===== src/rtl/syn_fifo_pkg.sv =====
// syn_fifo_pkg: default FIFO geometry and pointer-width helper shared by the FIFO slice
package syn_fifo_pkg;
  localparam int FIFO_DEPTH_DEF = 16;
  localparam int FIFO_WIDTH_DEF = 8;
  function automatic int ptr_width(input int depth);
    return $clog2(depth) + 1;
  endfunction
endpackage


===== src/rtl/syn_fifo_mem.sv =====
// syn_fifo_mem: DEPTH x WIDTH storage, synchronous write port, asynchronous read port
module syn_fifo_mem #(
  parameter int DEPTH = 16,
  parameter int WIDTH = 8
) (
  input  logic                     i_clk,
  input  logic                     i_we,
  input  logic [$clog2(DEPTH)-1:0] i_waddr,
  input  logic [WIDTH-1:0]         i_wdata,
  input  logic [$clog2(DEPTH)-1:0] i_raddr,
  output logic [WIDTH-1:0]         o_rdata
);
  logic [WIDTH-1:0] mem [DEPTH];
  always_ff @(posedge i_clk)
    if (i_we) mem[i_waddr] <= i_wdata;
  assign o_rdata = mem[i_raddr];
endmodule


===== src/rtl/syn_fifo_core.sv =====
// syn_fifo_core: show-ahead single-clock FIFO; SYN_FIFO_ERR_FLAGS_EN adds sticky o_overflow/o_underflow
module syn_fifo_core
  import syn_fifo_pkg::*;
#(
  parameter int DEPTH = FIFO_DEPTH_DEF,
  parameter int WIDTH = FIFO_WIDTH_DEF
) (
  input  logic             i_clk,
  input  logic             i_rst_n,
  input  logic             i_wr_en,
  input  logic             i_rd_en,
  input  logic [WIDTH-1:0] i_data_in,
  output logic [WIDTH-1:0] o_data_out,
  output logic             o_full,
  output logic             o_empty
`ifdef SYN_FIFO_ERR_FLAGS_EN
  ,
  output logic             o_overflow,
  output logic             o_underflow
`endif
);
  localparam int PW = ptr_width(DEPTH);
  localparam int AW = PW - 1;
  logic [PW-1:0] wr_ptr, rd_ptr;
  logic wr_ok, rd_ok;
  // MSB is the wrap bit: equal pointers mean empty, differing only in MSB means full
  assign o_empty = wr_ptr == rd_ptr;
  assign o_full  = (wr_ptr[AW] != rd_ptr[AW]) && (wr_ptr[AW-1:0] == rd_ptr[AW-1:0]);
  assign wr_ok   = i_wr_en & ~o_full;
  assign rd_ok   = i_rd_en & ~o_empty;
  always_ff @(posedge i_clk)
    if (!i_rst_n) begin
      wr_ptr <= '0;
      rd_ptr <= '0;
    end else begin
      if (wr_ok) wr_ptr <= wr_ptr + 1'b1;
      if (rd_ok) rd_ptr <= rd_ptr + 1'b1;
    end
`ifdef SYN_FIFO_ERR_FLAGS_EN
  always_ff @(posedge i_clk)
    if (!i_rst_n) begin
      o_overflow  <= 1'b0;
      o_underflow <= 1'b0;
    end else begin
      if (i_wr_en & o_full)  o_overflow  <= 1'b1;
      if (i_rd_en & o_empty) o_underflow <= 1'b1;
    end
`endif
  syn_fifo_mem #(.DEPTH(DEPTH), .WIDTH(WIDTH)) u_mem (
    .i_clk  (i_clk),
    .i_we   (wr_ok),
    .i_waddr(wr_ptr[AW-1:0]),
    .i_wdata(i_data_in),
    .i_raddr(rd_ptr[AW-1:0]),
    .o_rdata(o_data_out)
  );
endmodule


===== config.mk =====
export PLATFORM = sky130hd
export DESIGN_NAME = syn_fifo_core
export DESIGN_NICKNAME = d
export VERILOG_FILES = /design/src/rtl/syn_fifo_pkg.sv /design/src/rtl/syn_fifo_mem.sv /design/src/rtl/syn_fifo_core.sv
export SDC_FILE = /design/constraint.sdc
export NUM_CORES = 1
export LEC_CHECK = 0
export BUFFER_PORTS_ARGS = -buffer_cell sky130_fd_sc_hd__buf_4
export CORE_ASPECT_RATIO = 1.1
export CORE_MARGIN = 1
export CORE_UTILIZATION = 61
export CTS_CLUSTER_DIAMETER = 200
export DETAILED_ROUTE_END_ITERATION = 8
export PLACE_DENSITY = 0.79
export SYNTH_ARGS = -nofsm -noshare
export SYNTH_HDL_FRONTEND = slang
export SYNTH_HIERARCHICAL = 1
export SYNTH_SLANG_ARGS = --single-unit

===== constraint.sdc =====
create_clock -name i_clk -period 3.3 [get_ports i_clk]
set_input_delay 0.825 -clock i_clk [delete_from_list [all_inputs] [get_ports i_clk]]
set_output_delay 0.825 -clock i_clk [all_outputs]
set_load 0.005 [all_outputs]

==> results of run 1 <==
[layout make-up]
type / count / area share
well taps: 114 / 0.0216
multi-input cells: 137 / 0.219
flip-flops and latches: 138 / 0.614
repair buffers: 42 / 0.0516
clock inverters: 12 / 0.0271
inverters: 4 / 0.00228
clock buffers: 19 / 0.0640
[worst max-delay path: cells and delay by family, from the launching register on]
kind / cells / cell delay, ps
and+or+nand+nor: 1 / 110
buffers and inverters: 2 / 380
AOI/OAI and AO/OA: 1 / 260
muxes: 1 / 590
DFF: 1 / 470
[logic make-up after synthesis]
kind of cell | after synthesis
XOR/XNOR | 6
AO/OA/AOI/OAI | 27
adder cells (fa/ha/maj) | 2
multiplexers | 39
AND/OR/NAND/NOR | 63
flip-flops | 138
buffers and inverters | 17
[registers in the layout, indices dropped and copies added (netlist names)]
name and flops:
rd_ptr 5, wr_ptr 5, u_mem/mem 128
[metal layers]
| layer | vias to the layer above | part of all wire | global-route usage |
|---|---|---|---|
| li1 | 1297 | - | - |
| met5 | - | 0 | 0 |
| met3 | 38 | 0.074 | 0.0782 |
| met4 | 0 | 0.037 | 0.141 |
| met2 | 181 | 0.51 | 0.462 |
| met1 | 1556 | 0.38 | 0.354 |
[cell usage in the layout, fill, tap and decap left out, drive strengths merged, types with 5 or more instances in the layout]
cell	count
edfxtp	128
buf	42
mux4	32
clkbuf	19
nand2	18
a22oi	16
nor2	13
dfxtp	10
mux2i	7
nand2b	7
clkinv	7
nand4	6
xor2	5
o211ai	5
bufinv	5
a21oi	5
[report_power, final]
group          switching (µW)  total, µW  internal (µW)  leakage (µW)
Combinational             222        467            246      0.000691
Sequential               33.0       1970           1940       0.00124
Clock                     651       1930           1280      0.000293
[stage by stage]
step,std cells,total power (µW)
finish,466,4370
global route,466,4500
CTS,466,4390
detailed placement,435,2460
global placement,435,2450
floorplan,292,2300
[final timing paths]
check	from	to
worst max register to register	wr_ptr[0]	u_mem/mem[3][3]
worst min-delay path	rd_ptr[4]	rd_ptr[4]
worst max-delay path	rd_ptr[0]	o_data_out[5]
worst min register to register	rd_ptr[4]	rd_ptr[4]
==> results.toml, run 1 <==
[synthesis]
synth_seq_area_share = 0.721
synth_edf_count = 128
synthAdderAreaFrac = 0.00446
synth_mux_area_frac = 0.150
synth_top_family_by_area = "multiplexers"
synth.most_common_cell = "edfxtp_1"
synth_nets = 306
synth_common_cells = "128 x edfxtp_1, 18 x mux4_2, 18 x nand2_1"
netlist.area_leader.share = 0.685
synth_cell_types = 32
netlist_area_mm2 = 0.00561
synth-seq-cells = 138
synth_area_leader_cell = "edfxtp_1"
synth-simple-area-share = 0.0582
yosys-top-cells-area = "edfxtp_1 69%, mux4_2 7.2%, mux4_1 6.6%, dfxtp_1 3.6%, a22oi_1 2.1%"
yosys_warnings = 6
synth-xor-area-share = 0.00937
avgSynthCellArea_um2 = 19.2
async_flop_share = 0
synth_compound_area_frac = 0.0355
synth_cells = 292
synthFlopType = "edfxtp_1"

[clocking]
cts_setup_buffers = 0
cts_resized = 0
cts.clk_slew.worst_paths_ps = 60
clock_latency_ps = 510
clockBufferDepth = 2
cts_tree = "done"
cts_buffers = 17
hold_buffers = 0
cts_sinks = 138
cts_root_buffer = "clkbuf_8"
htree_num_levels = 4

[die]
die_w_um = 93.4
rows = 36
core_area_mm2 = 0.00887
dieArea_mm2 = 0.00958
initial_core_util = 0.632
die_h_um = 103
pin_count = 22

[critical_path]
arrival_ps = 2340
cp-start-kind = "flop"
critPathKind = "reg2out"
cpPeakStageDelay_ps = 590
cp_cell_sequence = "buf_12, mux4_1, a22oi_1, nand2_1, buf_4"
cp_max_fo = 22
reg2reg_depth = 7
end_kind = "output pin"
slowest_stage = "mux4_1"
regToRegSetupSlack_ps = 770
worstPathRequired_ps = 2470

[run]
maxCapViolCount = 0

[route]
first_iter_violations = 273
drc = 0
viasPerCell = 6.59
ant_nets = 0
wl_per_cell_um = 26.3
vias = 3072
drt_first_pass_iters = 5
routed_wl_mm = 12.2

[layout]
multi_input_area_mm2 = 0.00145
seqCellArea_mm2 = 0.00405
syn_to_final_growth_pct = 17.6
postLayoutCellArea_mm2 = 0.00659
fillers = 476
utilization = 0.743
n_antenna_cell = 0
drive_above_1_share = 0.253
final_nets = 354

[grt]
grt_pass1_wl_mm = 18.1
grt_antenna_before_repair = 0
gr-usage-all-layers = 0.283
grt_pass1_vias = 3060
grt-ovfl-total = 0
grt_max_degree = 33

[hold_path]
hold_depth = 2
hp-class = "reg2reg"

[sta]
rsz0062_at_grt = "false"
fmax_mhz = 316
setup_viol = 0
fin_skew_ps = 7.17
hold_viol = 0
fin_ws_ps = 131
min_period_ps = 3170
post-route-period-util = 0.960
fin_tns_setup_ps = 0
maxSlewViolCount = 0
timing.hold.ws_ps = 507
max_slew.worst_pin.slew_ps = 877
slew_headroom = 0.414

[pwr]
p_per_area_mw_per_mm2 = 663
leakagePower_uw = 0.00222
vdd_ir_drop_max_mv = 0.306

[place]
hpwl_mm = 7.07
post_dp_cell_area_mm2 = 0.00599
numPortBuffers = 21
dp_worst_setup_slack_ps = 595
gp_congestion = 0.800

[run_status]
status = "complete, no violations"
(Power assumes the default switching activity.)
==> run 2: changes to the inputs <==
--- a/config.mk
+++ b/config.mk
@@ -5,7 +5,7 @@
 export SDC_FILE = /design/constraint.sdc
 export NUM_CORES = 1
 export LEC_CHECK = 0
-export BUFFER_PORTS_ARGS = -buffer_cell sky130_fd_sc_hd__buf_4
+export BUFFER_PORTS_ARGS = -buffer_cell sky130_fd_sc_hd__buf_2
 export CORE_ASPECT_RATIO = 1.1
 export CORE_MARGIN = 1
 export CORE_UTILIZATION = 61
==> run 2 against run 1 <==
Worst hold slack got worse by 7.5 ps. Core utilization decreased by 1.4 points. Sequential power about the same. Clock power decreased by 12%. Clock-buffer cell count increased by 9. Register-to-register slack got worse by 250 ps. First-iteration DRC count decreased by 11%. Clock skew increased by 3.3 ps. Via count decreased by 1.5%. Maximum frequency increased by 0.26%. Critical path depth unchanged. Largest cell class unchanged.
==> results.toml, run 2 (same netlist as run 1, synthesis figures left out) <==
[sta]
min_period_ps = 3160
hold_viol = 0
rsz0062_at_grt = "false"
post-route-period-util = 0.958
fin_skew_ps = 10.5
timing.hold.ws_ps = 499
setup_viol = 0
maxSlewViolCount = 0
fin_tns_setup_ps = 0
max_slew.worst_pin.slew_ps = 974
slew_headroom = 0.349
fmax_mhz = 316

[critical_path]
reg2reg_depth = 8
path_buf_inv = 2
cp_cell_sequence = "buf_12, mux4_1, a22oi_1, nand2_1, buf_2"
cp-start-kind = "flop"
slowest_stage = "mux4_1"
cp_max_fo = 16
critPathKind = "reg2out"
arrival_ps = 2340
end_kind = "output pin"
worstReg2RegEnd = "u_mem/mem[10][3]"
worstPathRequired_ps = 2470
regToRegSetupSlack_ps = 520
cpLargestDelayFamily = "multiplexers"
reg2reg_from = "rd_ptr[0]"
cpPeakStageDelay_ps = 600

[grt]
grt_antenna_before_repair = 0
grt_max_degree = 24
grt-ovfl-total = 0
grt_pass1_vias = 2951
grt_pass1_wl_mm = 17.0
gr-usage-all-layers = 0.266

[clocking]
clockBufferDepth = 2
cts_setup_buffers = 0
cts_root_buffer = "clkbuf_8"
cts.clk_slew.worst_paths_ps = 60
htree_num_levels = 4
clock_latency_ps = 530
hold_buffers = 0
cts_tree = "done"
cts_buffers = 17
cts_resized = 1
cts_sinks = 138

[die]
core_area_mm2 = 0.00887
dieArea_mm2 = 0.00958
pin_count = 22
die_w_um = 93.4
initial_core_util = 0.632
die_h_um = 103
rows = 36

[route]
wl_per_cell_um = 25.1
ant_nets = 0
first_iter_violations = 244
vias = 3027
drc = 0
routed_wl_mm = 11.7
viasPerCell = 6.48
drt_first_pass_iters = 5

[layout]
final_common_cell = "edfxtp_1"
instances_no_fill = 467
largest_reg_flops = 128
fillers = 484
final_cell_mix = "128 x edfxtp_1, 21 x buf_2, 19 x buf_4"
largest_register = "u_mem/mem"
top_regs = "u_mem/mem x128, rd_ptr x5, wr_ptr x5"
drive_above_1_share = 0.246
n_antenna_cell = 0
syn_to_final_growth_pct = 15.3
postLayoutCellArea_mm2 = 0.00647
final_nets = 354

[hold_path]
hold_end = "wr_ptr[4]"
worstHoldStart = "wr_ptr[4]"
hp-class = "reg2reg"
hold_depth = 2

[run_status]
status = "complete, no violations"

[pwr]
leakagePower_uw = 0.00217
p_per_area_mw_per_mm2 = 639
vdd_ir_drop_max_mv = 0.356
total_power_uw = 4130

[place]
gp_congestion = 0.738
post_dp_cell_area_mm2 = 0.00594
numPortBuffers = 21
hpwl_mm = 6.86
dp_cells = 435

[run]
maxCapViolCount = 0
==> run 2: cell count changes in the layout (fill, tap and decap cells not counted), sizes merged <==
cell / change
bufinv: -4
clkbuf: +9
clkinv: -4
==> run 2: worst max path at each step <==
| stage | startpoint | endpoint | cells past startpoint |
|---|---|---|---|
| global route | rd_ptr[0] | o_data_out[2] | 5 |
| detailed placement | rd_ptr[0] | o_data_out[2] | 5 |
| finish | rd_ptr[0] | o_data_out[2] | 5 |
| CTS | rd_ptr[0] | o_data_out[2] | 5 |
| floorplan | i_wr_en | u_mem/mem[0][0] | 4 |
| global placement | rd_ptr[0] | u_mem/mem[10][6] | 8 |
==> run 2: tightest hold or removal path: cells and delay by family (launching register included) <==
| kind | cells | cell delay, ps |
|---|---|---|
| mux | 1 | 50 |
| flops | 1 | 340 |
| simple gates | 1 | 60 |
==> run 2: metrics by stage <==
stage | setup WS (ps) | util
floorplan | 596 | -
global placement | 533 | 0.669
detailed placement | 488 | 0.669
CTS | 66.4 | 0.729
global route | 48.0 | 0.729
finish | 139 | 0.729
==> run 2: cell type report <==
class | count | area [µm²] | area share
clock buffer | 28 | 485 | 0.0751
multi-input combinational | 137 | 1450 | 0.224
timing repair buffer | 42 | 288 | 0.0445
inverter | 4 | 15.0 | 0.00232
clock inverter | 4 | 42.5 | 0.00658
tap | 114 | 143 | 0.0221
sequential | 138 | 4050 | 0.626
==> run 2: per-layer routing <==
metal	up-vias	global-route usage	part of all wire
li1	1300	-	-
met1	1487	0.347	0.38
met2	202	0.423	0.49
met3	38	0.0774	0.11
met4	0	0.117	0.025
met5	-	0	0
==> run 2: power breakdown <==
group          switching [µW]  internal [µW]  total [µW]
clock                     649           1050        1700
sequential               29.5           1940        1970
combinational             226            234         459
total                     905           3230        4130
